### config.mk
export PLATFORM = sky130hd
export DESIGN_NAME = speed_tick_sched
export DESIGN_NICKNAME = d
export VERILOG_FILES = /design/src/rtl/speed_sched_pkg.sv /design/src/rtl/speed_tick_sched_tick_divider.sv /design/src/rtl/speed_tick_sched.sv
export SDC_FILE = /design/constraint.sdc
export NUM_CORES = 1
export LEC_CHECK = 0
export CAP_MARGIN = 20
export CORE_MARGIN = 2
export CORE_UTILIZATION = 50
export CTS_BUF_LIST = sky130_fd_sc_hd__clkbuf_8
export CTS_CLUSTER_DIAMETER = 120
export DETAILED_ROUTE_END_ITERATION = 7
export PLACE_DENSITY = 0.79
export SLEW_MARGIN = 15
export SYNTH_ARGS = -nofsm -noshare
export SYNTH_HDL_FRONTEND = slang
export SYNTH_SLANG_ARGS = --single-unit
### constraint.sdc
create_clock -name clock_in -period 3.9 [get_ports clock_in]
set_input_delay 1.17 -clock clock_in [delete_from_list [all_inputs] [get_ports clock_in]]
set_output_delay 1.17 -clock clock_in [all_outputs]
set_load 0.03 [all_outputs]
### src/rtl/speed_sched_pkg.sv
// Shared types and helpers for the game-speed scheduler.
// Holds the state encoding, the divider width and the level-to-period mapping.
package speed_sched_pkg;

  localparam int CNT_W = 27;

  typedef enum logic [1:0] {
    S_IDLE  = 2'd0,
    S_RUN   = 2'd1,
    S_PAUSE = 2'd2,
    S_CRASH = 2'd3
  } state_t;

  // Decrement is compared against base before subtracting so the result never underflows.
  function automatic logic [CNT_W-1:0] clamp_period(
    input logic [2:0]       lvl,
    input logic [CNT_W-1:0] base,
    input logic [CNT_W-1:0] step,
    input logic [CNT_W-1:0] min_p
  );
    logic [CNT_W-1:0] dec;
    dec = CNT_W'(lvl) * step;
    if (dec >= base) begin
      return min_p;
    end else if ((base - dec) < min_p) begin
      return min_p;
    end else begin
      return base - dec;
    end
  endfunction

endpackage

### src/rtl/speed_tick_sched_tick_divider.sv
// Programmable divider: counts z up to period_q-1, emits a registered tick after each wrap
// and a registered square wave that is high for the first half of each period.
module tick_divider
  import speed_sched_pkg::*;
#(
  parameter logic [CNT_W-1:0] INIT_PERIOD = 27'd360000
) (
  input  logic             clock_in,
  input  logic             reset,
  input  logic             enable,
  input  logic             clear,
  input  logic [CNT_W-1:0] period,
  output logic             tick,
  output logic             y
);

  logic [CNT_W-1:0] z;
  logic [CNT_W-1:0] period_q;
  logic             wrap;

  assign wrap = (z == period_q - CNT_W'(1));

  // A new period is only taken at a wrap or a clear, so a running period is never cut short.
  always_ff @(posedge clock_in or posedge reset) begin
    if (reset) begin
      z        <= '0;
      period_q <= INIT_PERIOD;
      tick     <= 1'b0;
      y        <= 1'b0;
    end else if (clear) begin
      z        <= '0;
      period_q <= period;
      tick     <= 1'b0;
      y        <= 1'b0;
    end else if (enable) begin
      tick <= wrap;
      y    <= (z < (period_q >> 1));
      if (wrap) begin
        z        <= '0;
        period_q <= period;
      end else begin
        z <= z + CNT_W'(1);
      end
    end else begin
      tick <= 1'b0;
    end
  end

endmodule

### src/rtl/speed_tick_sched.sv
// Game-speed scheduler: sequences the tick divider through idle/run/pause/crash-hold
// and speeds the game up by one level every LEVEL_TICKS ticks spent running.
module speed_tick_sched
  import speed_sched_pkg::*;
#(
  parameter logic [CNT_W-1:0] BASE_PERIOD = 27'd360000,
  parameter logic [CNT_W-1:0] STEP        = 27'd30000,
  parameter logic [CNT_W-1:0] MIN_PERIOD  = 27'd60000,
  parameter int               LEVEL_TICKS = 64,
  parameter int               MAX_LEVEL   = 7,
  parameter int               HOLD_TICKS  = 32
) (
  input  logic       clock_in,
  input  logic       reset,
  input  logic       start,
  input  logic       pause,
  input  logic       crash,
  output logic       tick,
  output logic       y,
  output logic [2:0] level,
  output logic       running,
  output logic [1:0] state
);

  localparam int TW = $clog2(LEVEL_TICKS + 1);
  localparam int HW = $clog2(HOLD_TICKS + 1);

  state_t           state_q;
  state_t           state_d;
  logic             running_q;
  logic [2:0]       level_q;
  logic [2:0]       level_ahead;
  logic [TW-1:0]    tick_cnt;
  logic [HW-1:0]    hold_cnt;
  logic             level_wrap;
  logic             hold_done;
  logic             div_tick;
  logic             div_y;
  logic             div_enable;
  logic             div_clear;
  logic [CNT_W-1:0] div_period;

  assign level_wrap = (tick_cnt == TW'(LEVEL_TICKS - 1));
  assign hold_done  = (state_q == S_CRASH) && div_tick && (hold_cnt == HW'(HOLD_TICKS - 1));

  always_ff @(posedge clock_in or posedge reset) begin
    if (reset) begin
      state_q   <= S_IDLE;
      running_q <= 1'b0;
    end else begin
      state_q   <= state_d;
      running_q <= (state_d == S_RUN);
    end
  end

  always_comb begin
    state_d = state_q;
    case (state_q)
      S_IDLE:  if (start) state_d = S_RUN;
      S_RUN:   if (crash) state_d = S_CRASH;
               else if (pause) state_d = S_PAUSE;
      S_PAUSE: if (crash) state_d = S_CRASH;
               else if (!pause) state_d = S_RUN;
      S_CRASH: if (hold_done) state_d = S_IDLE;
      default: state_d = S_IDLE;
    endcase
  end

  // The period handed to the divider anticipates the level step so the new speed
  // takes effect on the period right after the advancing wrap.
  always_comb begin
    div_enable = (state_q == S_RUN) || (state_q == S_CRASH);
    div_clear  = 1'b0;
    case (state_q)
      S_IDLE:          div_clear = start;
      S_RUN, S_PAUSE:  div_clear = crash;
      S_CRASH:         div_clear = hold_done;
      default:         div_clear = 1'b0;
    endcase
    level_ahead = level_q;
    if (level_wrap && (level_q != 3'(MAX_LEVEL))) begin
      level_ahead = level_q + 3'd1;
    end
    div_period = BASE_PERIOD;
    if (((state_q == S_RUN) || (state_q == S_PAUSE)) && !crash) begin
      div_period = clamp_period(level_ahead, BASE_PERIOD, STEP, MIN_PERIOD);
    end
  end

  always_ff @(posedge clock_in or posedge reset) begin
    if (reset) begin
      level_q  <= '0;
      tick_cnt <= '0;
    end else if (((state_q == S_IDLE) && start) || hold_done) begin
      level_q  <= '0;
      tick_cnt <= '0;
    end else if (div_tick && (state_q != S_CRASH)) begin
      if (level_wrap) begin
        tick_cnt <= '0;
        level_q  <= level_ahead;
      end else begin
        tick_cnt <= tick_cnt + TW'(1);
      end
    end
  end

  always_ff @(posedge clock_in or posedge reset) begin
    if (reset) begin
      hold_cnt <= '0;
    end else if ((state_q != S_CRASH) || hold_done) begin
      hold_cnt <= '0;
    end else if (div_tick) begin
      hold_cnt <= hold_cnt + HW'(1);
    end
  end

  tick_divider #(
    .INIT_PERIOD(BASE_PERIOD)
  ) u_div (
    .clock_in(clock_in),
    .reset   (reset),
    .enable  (div_enable),
    .clear   (div_clear),
    .period  (div_period),
    .tick    (div_tick),
    .y       (div_y)
  );

  // The divider keeps running during crash-hold only to time the hold; none of it is shown.
  assign tick    = div_tick && (state_q != S_CRASH);
  assign y       = div_y && (state_q != S_CRASH);
  assign level   = level_q;
  assign running = running_q;
  assign state   = state_q;

endmodule
# Word level (Yosys, flattened, before mapping)

Cells that the tools add are included.

Register bits: 75
Input bits: 5
Output and inout port bits: 8
Logic and storage cells: 77

$add $sub $neg: 6
$mul: 1
Magnitude comparators: 2
Eq/ne operators: 9
Muxes and demuxes: 29
Reductions and logical operators: 21

Operators with widths:

| kind                   | count |
|---|---|
| $mux 27                | 8 |
| $add 27x1->27 const B  | 1 |
| $eq 27x27->1           | 1 |
| $lt 27x16->1 const B   | 1 |
| $lt 27x26->1           | 1 |
| $sub 27x1->27 const B  | 1 |
| $mux 7                 | 3 |
| $sub 19x18->20 const A | 1 |
| $mul 3x11->14 const B  | 1 |
| $mux 2                 | 6 |
| $mux 3                 | 4 |
| $mux 6                 | 2 |
| $reduce_bool 2->1      | 5 |
| $pmux 2 s4             | 1 |
| $add 7x1->7 const B    | 1 |
| $eq 7x6->1 const B     | 1 |
| $logic_and 1x1->1      | 7 |
| $add 6x1->6 const B    | 1 |
| $eq 6x5->1 const B     | 1 |
| $eq 2x1->1 const B     | 2 |
| $eq 2x2->1 const B     | 2 |
| $logic_or 1x1->1       | 4 |
| $mux 1                 | 4 |
| $reduce_and 2->1       | 2 |
| other kinds (7)        | 7 |

# Logic depth before layout (Yosys ltp)

Depth after elaboration: 11
Mapped depth: 16
Depth with buffers taken out: 16

# By module

A second synthesis with hierarchy kept.

Cells, all modules: 706
Area total of the unflattened synthesis: 6427.4 µm²

Modules (own cells, without submodules):

| module           | times used | cells an instance | area each (µm²) | sequential area each (µm²) |
|---|---|---|---|---|
| tick_divider     | 1          | 438               | 4231.6          | 1412.6 |
| speed_tick_sched | 1          | 268               | 2195.9          | 475.5 |

# Worst setup path before layout

Ideal clock, no wire load.

Path kind: reg2reg
From: register level_q[0] (netlist: level[0])
To: register u_div.period_q[16]
Setup time: 0.077 ns
Arrival: 3.936 ns
Data required time: 3.823 ns
Slack: -0.113 ns
Cell stages (with the launch flop): 16
Path buffers: 0
Clock period less this slack: 4.013 ns
Cells stage by stage: dfrtp_1 ha_1 ha_1 nand3b_1 o21ai_1 nand2_1 ha_1 ha_1 nand2_1 or4_1 and3_1 or4b_1 nand4_1 o21ai_0 xnor2_1 a31oi_1

Cells in the longest elaborated chain, start to end: 11
Elaborated cells on any way between the ends: 12
Those cells by class: add/sub (2); mul (1); order compare (1); eq/ne (1); mux (6); reduce/logical (1)

Ends and longest elaborated chain:

| what                                                                | RTL line                                     | RTL |
|---|---|---|
| from (decl)                                                         | speed_tick_sched.sv:31                       | `logic [2:0] level_q;` |
| from (signal assigned)                                              | speed_tick_sched.sv:100                      | `level_q <= level_ahead;` |
| parallel branches: the longest is 2 deep, another holds $add 3x1->3 | -                                            |  |
| $mux 3 (*)                                                          | speed_tick_sched.sv:81                       | `if (level_wrap && (level_q != 3'(MAX_LEVEL))) begin` |
| $mul 3x11->14 (*)                                                   | speed_sched_pkg.sv:22                        | `dec = CNT_W'(lvl) * step;` |
| $sub 19x18->20 (*)                                                  | speed_sched_pkg.sv:25, speed_sched_pkg.sv:28 |  |
| $lt 27x16->1                                                        | speed_sched_pkg.sv:25                        | `end else if ((base - dec) < min_p) begin` |
| $mux 27 (*)                                                         | speed_sched_pkg.sv:25                        |  |
| $mux 27 (*)                                                         | speed_tick_sched.sv:85                       | `if (((state_q == S_RUN) \|\| (state_q == S_PAUSE)) && !crash) begin` |
| $mux 27                                                             | speed_tick_sched_tick_divider.sv:38          | `if (wrap) begin` |
| $mux 27                                                             | speed_tick_sched_tick_divider.sv:35          | `end else if (enable) begin` |
| $mux 27 (*)                                                         | speed_tick_sched_tick_divider.sv:30          | `end else if (clear) begin` |
| to (signal assigned)                                                | speed_tick_sched_tick_divider.sv:32          | `period_q <= period;` |
| to (signal assigned)                                                | speed_tick_sched_tick_divider.sv:40          | `period_q <= period;` |
| to (decl)                                                           | speed_tick_sched_tick_divider.sv:18          | `logic [CNT_W-1:0] period_q;` |

Every way passes the cells marked *. The select of a mux whose other input is x is not followed.
A chain may end at the register's enable or synchronous reset.

# Worst setup path in the final report

Same ends and word-level chain as after synthesis.

==> run metrics <==
Post-Syn Area=5200 sq um; setup tns final=0 ps; Worst-Skew Late Latency=350 ps; maximum vdd drop=0.226 mV; ys flop type=dfrtp_1; Worst Path Max Fanout=5; port bufs=12; fin. max-slew vios=0; Min-Delay Path Class=flop to flop; Tot GR Track Use=0.236; Synth Instances=609; total CTS buffers=9; count of nets after finishing=675; Final Instance Area=5860 sq um; fill count=881; register share of total power=0.367; global routing's busiest layer=met2; Synth cell types=71; number of global-route vias before repair=4,532; final hold vios=0; PnR Total Power=0.00195 W; via count=4,782; r2r endpoint=u_div.period_q[16]; Die H=106 um; first-pass GRT wire length=21.7 mm; Vias per Instance=6.18; share of the synthesized area in the top cell type=0.260; DP Area=5580 sq um; synthesized area per cell=8.53 sq um; num ports=13; met1 usage=0.307; critical path capture point type=flop; max_cap viols=0; antenna cells=0; row count=37; Net Switching=0.000755 W; Initial Util=0.510; syn nets=651; crit path launch type=flop; Routed WL=12.8 mm; initial DRC count=258; Max clock buf depth=2; Comb power frac=0.332; Synth area leader=dfrtp_1; clock root buffer=clkbuf_8; share of layout cells above drive strength 1=0.135; Post-DP HPWL=9.60 mm; Clock Sinks=63; upper clock frequency limit=268 MHz; drt pass-1 iters=4; Relative slew margins=0.423; clk_skew=11.4 ps; CTS tree=yes; CP Class=flop to flop; crit path DAT=4000 ps; R2R depth=15; setup slack, reg-to-reg=170 ps; min Tclk post-route=3730 ps; largest net degree at the start of global routing=31; Tightest Pin Transition=865 ps; CP Data Required Time=4170 ps; Worst Setup EP=u_div.period_q[16]; Post-synth EDFFs=0; total gr overflow=0; Hold Buf Count CTS=0; # setup viols final=0; die area=11,200 sq um; pwr dens=332 nW/um^2; synth warn=0; Clock Pin Slew Worst Setup and Hold Paths=80 ps; DRT antenna net count=0; ranking of synthesized cells by area=dfrtp_1, ha_1, dfstp_2, nor2_1, xnor2_1; H-tree Lvls=3; Setup crit start=level[0]; drt wl/cell=16.5 um; core area=10,200 sq um; unrepaired setup endpoints after global routing=no; Sw Share=0.388; Leakage=2.47 nW; worst r2r src=level[0]; outcome=finished, final reports clean; DRC violation count after routing=0; GPL Wtd Cong=0.980; met2 track demand over resource=0.400; sequential fraction of the synthesis area=0.305; Clock power frac=0.302; synthesis-stage register bit count=63; Int Power=0.00119 W; Syn-to-layout area delta=12.8%; FFs w/ async S/R, synth=1.00; met3 layer usage reported by global route=0.0349; die width=106 um; initial antenna violation count=0; fin crit share=0.956
## power groups by stage
stage               Sequential [W]  Clock [W]  Combinational [W]
floorplan                 0.000742          0           0.000435
global placement          0.000723          0           0.000616
detailed placement        0.000725          0           0.000633
CTS                       0.000714   0.000590           0.000636
global route              0.000718   0.000623           0.000705
finish                    0.000713   0.000587           0.000645
## repair_timing
item,CTS,global route
cloned,0,0
endpoints found under the setup margin,1,2
pin swaps,0,2
gates resized for setup,2,15
setup buffers,0,1
## flip-flops by register name (all words and copies together), names as in the netlist, 2 cells and up
signal	cells
u_div.z	27
u_div.period_q	15
tick_cnt	7
hold_cnt	6
level	3
state	2
## synth_stat cells (8+ instances only)
cell and number:
nor4_1 12, dfrtp_1 54, o21ai_0 23, o21a_1 12, nand4_1 13, and3_1 9
o311ai_0 12, xor2_1 20, ha_1 35, nor2_1 58, nand2_1 42, nor3_1 20
inv_1 36, xnor2_1 23, a31oi_1 12, a21o_1 8, clkbuf_1 19, nand3_1 21
dfstp_2 9, nor3b_1 9, a21oi_1 28
## metal layers
| layer | wire length [um] | share of wire | vias up |
|---|---|---|---|
| met5 | 0 | 0 | - |
| met4 | 331 | 0.026 | 0 |
| met3 | 552 | 0.043 | 27 |
| met2 | 6230 | 0.49 | 137 |
| met1 | 5660 | 0.44 | 2306 |
| li1 | - | - | 2312 |
## kinds of logic after synthesis
family                   after synthesis  synth area share
multiplexers                           5            0.0101
buffers and inverters                 63            0.0496
adder cells (fa/ha/maj)               38            0.0939
AO/OA/AOI/OAI                        155             0.214
XOR/XNOR                              43            0.0725
AND/OR/NAND/NOR                      242             0.255
flip-flops                            63             0.305
## how the worst min path moves through the flow
stage                             startpoint                  to  slack (ps)  depth (start not counted)
after detailed placement         hold_cnt[5]         hold_cnt[5]         520                          2
after CTS                 u_div.period_q[12]  u_div.period_q[12]         530                          2
final                     u_div.period_q[12]  u_div.period_q[12]         530                          2
after floorplan                   u_div.z[1]          u_div.z[1]         490                          1
after global routing              u_div.z[1]          u_div.z[1]         560                          1
after global placement            u_div.z[1]          u_div.z[1]         510                          1
## critical path, stage by stage (launching register included)
cell,delay (ps)
dfrtp_2,410
ha_1,200
ha_2,200
nand3b_1,180
nor2_1,150
mux2_4,340
ha_4,280
ha_2,190
nand2_1,70
or4_4,450
and3_4,220
or4b_1,460
nand4_1,120
o21ai_1,90
xnor2_1,130
a31oi_1,160
## cells in the final DEF (no fill, tap or decap), types with 6 or more instances in the layout
master           netlist  final
nor2_1                58     58
dfrtp_1               54     52
nand2_1               42     41
inv_1                 36     33
ha_1                  35     31
a21oi_1               28     28
buf_4                  2     26
xnor2_1               23     23
nand3_1               21     21
o21ai_0               23     21
xor2_1                20     20
nor3_1                20     17
nand4_1               13     13
a31oi_1               12     12
nor4_1                12     12
o311ai_0              12     12
o21a_1                12     12
clkdlybuf4s50_1        0     12
nor3b_1                9      9
clkbuf_8               0      9
dfstp_2                9      9
and3_1                 9      8
a21o_1                 8      8
and4_1                 7      7
a211oi_1               7      7
nor2b_1                7      7
and2_1                 7      7
or3_1                  6      6
nand3b_1               6      6
a22o_1                 6      6
## per-stage QoR
| stage | hold slack, ps | cells | worst slack [ps] | utilization |
|---|---|---|---|---|
| 2_1_floorplan | 492 | 609 | 0.606 | - |
| 3_3_place_gp | 514 | 756 | 83.4 | 0.548 |
| 3_5_place_dp | 519 | 756 | 18.1 | 0.548 |
| 4_1_cts | 533 | 772 | 22.3 | 0.569 |
| 5_1_grt | 562 | 774 | 1.42 | 0.576 |
| 6_report | 531 | 774 | 173 | 0.576 |
## cell type report
type                    count  area, sq um  share of cell area
well taps                 136          170              0.0290
flip-flops and latches     63         1590               0.271
multi-input cells         483         3420               0.583
clock inverters             7         80.1              0.0137
inverters                  36          139              0.0237
repair buffers             40          340              0.0580
clock buffers               9          124              0.0211
(Power assumes the default switching activity.)
